===== src/rtl/inert_intf.sv =====
// Inertial interface: configures the IMU over the SPI master, then on each
// data-ready interrupt reads raw pitch rate and Z acceleration and presents
// both words together with a single-cycle vld strobe.
module inert_intf #(
    parameter int INIT_WAIT_W = 16
) (
    input  logic        clk,
    input  logic        rst,
    input  logic        INT,
    input  logic        done,
    input  logic [15:0] rd_data,
    output logic        wrt,
    output logic [15:0] cmd,
    output logic        vld,
    output logic [15:0] ptch_rt,
    output logic [15:0] AZ,
    output logic        init_done
);

    typedef enum logic [2:0] {
        S_INIT_WAIT,
        S_CFG,
        S_CFG_WT,
        S_IDLE,
        S_RD,
        S_RD_WT
    } state_t;

    // Configuration writes, issued in order once after power-up wait
    localparam logic [15:0] CFG_CMDS [4] = '{16'h0D02, 16'h1053, 16'h1150, 16'h1460};
    // Reads: pitch low, pitch high, AZ low, AZ high
    localparam logic [15:0] RD_CMDS  [4] = '{16'hA400, 16'hA500, 16'hAC00, 16'hAD00};

    state_t                 state_reg;
    logic [1:0]             idx_reg;
    logic [INIT_WAIT_W-1:0] wait_cnt_reg;
    logic [2:0]             int_sync_reg;
    logic                   pend_reg;
    logic [7:0]             ptch_l_reg;
    logic [7:0]             ptch_h_reg;
    logic [7:0]             az_l_reg;
    logic                   wrt_reg;
    logic [15:0]            cmd_reg;
    logic                   vld_reg;
    logic [15:0]            ptch_rt_reg;
    logic [15:0]            az_reg;
    logic                   init_done_reg;

    logic int_rise;
    logic rd_start;

    // Only the low response byte carries data
    logic unused_rd_hi;
    assign unused_rd_hi = ^rd_data[15:8];

    // Bits [1:0] are the synchronizer, bit [2] is the edge-detect history
    assign int_rise = int_sync_reg[1] & ~int_sync_reg[2];
    // The read sequence starts (and consumes the pending event) from IDLE only
    assign rd_start = (state_reg == S_IDLE) && pend_reg;

    // Synchronize the asynchronous interrupt and keep one flop of history
    always_ff @(posedge clk) begin
        if (rst)
            int_sync_reg <= 3'b000;
        else
            int_sync_reg <= {int_sync_reg[1:0], INT};
    end

    // Pending interrupt; a fresh edge wins over the clear so it is never lost
    always_ff @(posedge clk) begin
        if (rst)
            pend_reg <= 1'b0;
        else if (int_rise)
            pend_reg <= 1'b1;
        else if (rd_start)
            pend_reg <= 1'b0;
    end

    // Main sequencer: power-up wait, configuration, then interrupt-driven reads
    always_ff @(posedge clk) begin
        if (rst) begin
            state_reg     <= S_INIT_WAIT;
            idx_reg       <= 2'd0;
            wait_cnt_reg  <= '0;
            ptch_l_reg    <= 8'h00;
            ptch_h_reg    <= 8'h00;
            az_l_reg      <= 8'h00;
            wrt_reg       <= 1'b0;
            cmd_reg       <= 16'h0000;
            vld_reg       <= 1'b0;
            ptch_rt_reg   <= 16'h0000;
            az_reg        <= 16'h0000;
            init_done_reg <= 1'b0;
        end else begin
            wrt_reg <= 1'b0;
            vld_reg <= 1'b0;
            case (state_reg)
                S_INIT_WAIT: begin
                    // The first write leaves on the edge that sees a full counter
                    if (&wait_cnt_reg) begin
                        wrt_reg   <= 1'b1;
                        cmd_reg   <= CFG_CMDS[0];
                        idx_reg   <= 2'd0;
                        state_reg <= S_CFG_WT;
                    end else begin
                        wait_cnt_reg <= wait_cnt_reg + 1'b1;
                    end
                end
                S_CFG: begin
                    wrt_reg   <= 1'b1;
                    cmd_reg   <= CFG_CMDS[idx_reg];
                    state_reg <= S_CFG_WT;
                end
                S_CFG_WT: begin
                    if (done) begin
                        if (idx_reg == 2'd3) begin
                            init_done_reg <= 1'b1;
                            idx_reg       <= 2'd0;
                            state_reg     <= S_IDLE;
                        end else begin
                            idx_reg   <= idx_reg + 2'd1;
                            state_reg <= S_CFG;
                        end
                    end
                end
                S_IDLE: begin
                    // Issue the first read directly to keep interrupt latency short
                    if (pend_reg) begin
                        wrt_reg   <= 1'b1;
                        cmd_reg   <= RD_CMDS[0];
                        idx_reg   <= 2'd0;
                        state_reg <= S_RD_WT;
                    end
                end
                S_RD: begin
                    wrt_reg   <= 1'b1;
                    cmd_reg   <= RD_CMDS[idx_reg];
                    state_reg <= S_RD_WT;
                end
                S_RD_WT: begin
                    if (done) begin
                        idx_reg <= idx_reg + 2'd1;
                        case (idx_reg)
                            2'd0: begin
                                ptch_l_reg <= rd_data[7:0];
                                state_reg  <= S_RD;
                            end
                            2'd1: begin
                                ptch_h_reg <= rd_data[7:0];
                                state_reg  <= S_RD;
                            end
                            2'd2: begin
                                az_l_reg   <= rd_data[7:0];
                                state_reg  <= S_RD;
                            end
                            default: begin
                                // Last byte goes straight to the output so both
                                // words and vld update on the same edge
                                ptch_rt_reg <= {ptch_h_reg, ptch_l_reg};
                                az_reg      <= {rd_data[7:0], az_l_reg};
                                vld_reg     <= 1'b1;
                                state_reg   <= S_IDLE;
                            end
                        endcase
                    end
                end
                default: state_reg <= S_INIT_WAIT;
            endcase
        end
    end

    assign wrt       = wrt_reg;
    assign cmd       = cmd_reg;
    assign vld       = vld_reg;
    assign ptch_rt   = ptch_rt_reg;
    assign AZ        = az_reg;
    assign init_done = init_done_reg;

endmodule


===== config.mk =====
export PLATFORM = sky130hd
export DESIGN_NAME = inert_intf
export DESIGN_NICKNAME = d
export VERILOG_FILES = /design/src/rtl/inert_intf.sv
export SDC_FILE = /design/constraint.sdc
export NUM_CORES = 1
export LEC_CHECK = 0
export BUFFER_PORTS_ARGS = -buffer_cell sky130_fd_sc_hd__buf_2
export CAP_MARGIN = 10
export CORE_UTILIZATION = 57
export CTS_BUF_LIST = sky130_fd_sc_hd__clkbuf_8
export DETAILED_ROUTE_END_ITERATION = 6
export GPL_TIMING_DRIVEN = 0
export PLACE_DENSITY_LB_ADDON = 0.08
export SETUP_SLACK_MARGIN = 0.2
export SYNTH_ARGS = -nofsm -noshare
export SYNTH_HDL_FRONTEND = slang
export SYNTH_SLANG_ARGS = --single-unit

===== constraint.sdc =====
create_clock -name clk -period 2.2 [get_ports clk]
set_clock_uncertainty 0.15 [all_clocks]
set_input_delay 0.44 -clock clk [delete_from_list [all_inputs] [get_ports clk]]
set_output_delay 0.44 -clock clk [all_outputs]
set_load 0.05 [all_outputs]

==> metrics.md <==
| Metric | Value |
|---|---|
| Outcome | finished, violations left |
| Violations in the final reports | design-rule violations |
| Number of nets at the end of the flow | 580 |
| Core region area | 6490 µm² |
| Max capacitance violation total | 0 |
| Pleak | 1.82 nW |
| Drt wl/cell | 15.1 µm |
| Critical Path Fanout Max | 6 |
| Portion of the post-synthesis area used by sequential elements | 47.5% |
| Final std cell area, no fill | approximately 4700 µm² |
| Die ar. | 7220 µm² |
| Hold EP | int_sync_reg[0] |
| Max-slew violation total from the final report | 0 |
| H-tree levels | 3 |
| Post-synthesis async set-or-reset flop share | 0% |
| Synth-to-Final Area Change | 19.2% |
| Proportion of netlist area held by the largest area contributor | 47.5% |
| Die boundary height | 85.0 µm |
| Global placer's final weighted congestion | 0.924 |
| Critical Path Sink Type | flop |
| Root Buffer | clkbuf_8 |
| Number of rows in the core area | 29 |
| Pre-CTS worst setup slack | -0.0467 ns |
| Diodes inserted | 0 |
| Final hold violation count | 0 |
| Inserted Clock Buffers | 9 |
| RR Endpoint | wait_cnt_reg[13] |
| Aggregate global routing overflow | 0 |
| Port Buffers | 56 |
| Hold Path Cell Cnt | 2 |
| Cell Area, Placed | 4310 µm² |
| Number of library cell types mapped by synthesis | 55 |
| Count of endpoints failing setup in the final report | 0 |
| Vias per Instance | 5.83 |
| Period utilisation layout | 93.8% |
| Clock slew at the register clock pins of the worst setup and hold paths | roughly 0.090 ns |
| Cells traversed along the worst timing path | nand4_1, or4_4, or4_4, a21oi_2 |
| Category of the worst setup path launch point | flop |
| Buffers plus inverters on the worst setup path | 0 |
| Critical register-to-register path startpoint | wait_cnt_reg[5] |
| Initial antenna violation count | 0 |
| Post-synthesis average cell area | 8.22 µm² |
| GR Layer Usage met2 | 42.8% |
| Critical path data arrival time | 2.20 ns |
| Synth Register Bits | 93 |
| Biggest cell delay along the critical path | around 0.58 ns |
| Global routing usage on met1 | 36.3% |
| Least-Margin Pin Slew | 0.549 ns |
| Instance count of the mapped netlist | 477 |
| Routed wire length | approximately 9600 µm |
| Critical path's most frequent cell | or4_4 |
| Max Clock Freq | 0.485 GHz |
| Category of cells accounting for the largest share of critical-path delay | simple AND/OR/NAND/NOR gates |
| Final critical delay including setup and external delays | 2.06 ns |
| Number of ports placed on the die boundary | 71 |
| ANT nets after route | 0 |
| Clock network latency to the later pin of the worst-skew pair | about 0.35 ns |
| Count of unresolved DRC violations after routing | 2 |
| Setup Total Neg Slack | 0 ns |
| Count of warnings emitted by yosys | 0 |
| Cell with the biggest individual delay on the critical path | or4_4 |
| Critical path required time | around 2.3 ns |
| Most common cell in the synthesized netlist | nand2_1 |
| Total iterations of the first detailed-routing run | 7 |
| Global routing usage summed across all routing layers | between 20% and 30% |
| Crit path setup slack, layout | 0.136 ns |
| Vias after detailed routing | 3,704 |
| Cell area after synthesis | 3920 µm² |
| # clock sinks | 93 |
| Fraction of layout cells with a size suffix above 1 | 23.7% |
| DR iter-0 viols | 280 |
| Slew headroom | 63.4% |
| Met3 Resource Use GR | around 4.3% |
| Hold/Removal Path Class | in -> reg |
| Maximum count of clock buffers along a single path | 2 |
| Pwr per Cell Area | between 800 and 900 nW/µm² |
| Hold-fix buffer count after cts | 0 |
| Category of the most critical setup path | reg -> reg |
| Peak supply drop | ~0.77 mV |
| Vias in the first global route | 3,275 |
| First-pass GRT wire length | 15,400 µm |
| Maximum number of pins on one net before global-route repair | 17 |
| Hold Path Origin | INT |
| Post-synth EDFFs | 0 |
| Die X | around 85 µm |
| Clock tree from TritonCTS | done |
| Unrepaired setup endpoints after global routing | yes |
| Leading post-synthesis cells by cell area | dfxtp_1 47%, nand2_1 9.9%, a21oi_1 8.8% |
| Total half-perimeter wirelength after legalization and detailed placement | 6610 µm |
| Starting density of the core | 60.4% |
| Leading cell types by count after synthesis | 103 x nand2_1, 93 x dfxtp_1, 69 x a21oi_1, 34 x nand3_1, 31 x clkbuf_1 |
| Reg2Reg Setup Slack | roughly 0.14 ns |
| Worst-case reg-to-reg path depth | 4 |
| Most area-hungry cell type in the Yosys netlist | dfxtp_1 |
| Most Crowded Layer GR | met2 |
| Dominant synthesized flop cell | dfxtp_1 |
## how the worst max path moves through the flow
stage                     cells after the start               end            start  slack [ns]
after detailed placement                      6           cmd[11]  wait_cnt_reg[0]       -0.05
after global routing                          4  wait_cnt_reg[13]  wait_cnt_reg[5]        0.09
after CTS                                     6   wait_cnt_reg[5]  wait_cnt_reg[0]        0.16
after global placement                        6           cmd[11]  wait_cnt_reg[0]       -0.04
final                                         4  wait_cnt_reg[13]  wait_cnt_reg[5]        0.14
after floorplan                               4  wait_cnt_reg[13]     state_reg[2]        0.22
## through the flow
stage,total power [mW],hold slack [ns],std cells,utilization (%)
2_1_floorplan,2.52,0.264,481,-
3_3_place_gp,2.72,0.266,614,66.4
3_5_place_dp,2.73,0.293,614,66.4
4_1_cts,3.90,0.173,632,70.5
5_1_grt,4.11,0.170,635,72.0
6_report,3.95,0.174,635,72.0
## cell families (layout without fill, tap and decap cells)
group                    after synthesis  after routing  share of synthesized area, %
AND/OR/NAND/NOR                      202            202                          24.5
AO/OA/AOI/OAI                        113            113                          17.6
adder cells (fa/ha/maj)                6              6                          1.91
buffers and inverters                 52            129                          5.74
multiplexers                           9              9                          2.46
flip-flops                            93             93                          47.5
other                                  1              5                        0.0956
XOR/XNOR                               1              1                         0.223
## layer usage
layer  vias up  share of wire (%)
li1       1808                  -
met1      1744                 47
met2       133                 45
met3        19                5.9
met4         0                2.2
met5         -                  0
## where the power goes
part | total [mW] | leakage, nW | internal, mW | switching (mW)
clock | 1.13 | 0.0923 | 0.529 | 0.603
combinational | 0.991 | 0.973 | 0.338 | 0.653
sequential | 1.83 | 0.754 | 1.77 | 0.0568
total | 3.95 | 1.82 | 2.64 | 1.31
## placed cells by master (no fill, tap or decap), types with 5 or more instances in the layout
master	n
nand2_1	102
dfxtp_1	87
a21oi_1	66
buf_2	56
nand3_1	34
clkbuf_1	15
buf_4	15
clkbuf_2	13
nor2_1	12
inv_1	10
nor2b_1	9
clkbuf_8	9
o21ai_0	7
nor3_1	6
mux2_2	5
o31ai_1	5
nand2b_1	5
ha_1	5
conb_1	5
## timing repair
action | CTS | global route
endpoints found under the setup margin | 61 | 75
resized for setup | 19 | 37
buffers inserted | 3 | 3
pin swaps | 4 | 5
endpoints found under the hold margin | 0 | 0
## worst register-to-register path: stages, from the launching register on
cell and delay (ns):
dfxtp_1 0.43, nand4_1 0.27, or4_4 0.58, or4_4 0.43, a21oi_2 0.13
## final cells by class
type                            count  area [µm²]
Fill cell                         561        1820
Multi-Input combinational cell    336        1920
Timing Repair Buffer               62         325
Tap cell                           77        96.3
Buffer                             42         226
Sequential cell                    93        1870
Clock buffer                        9         124
Inverter                           10        37.5
Clock inverter                      6        71.3
Power figures use the tool's default switching activity.
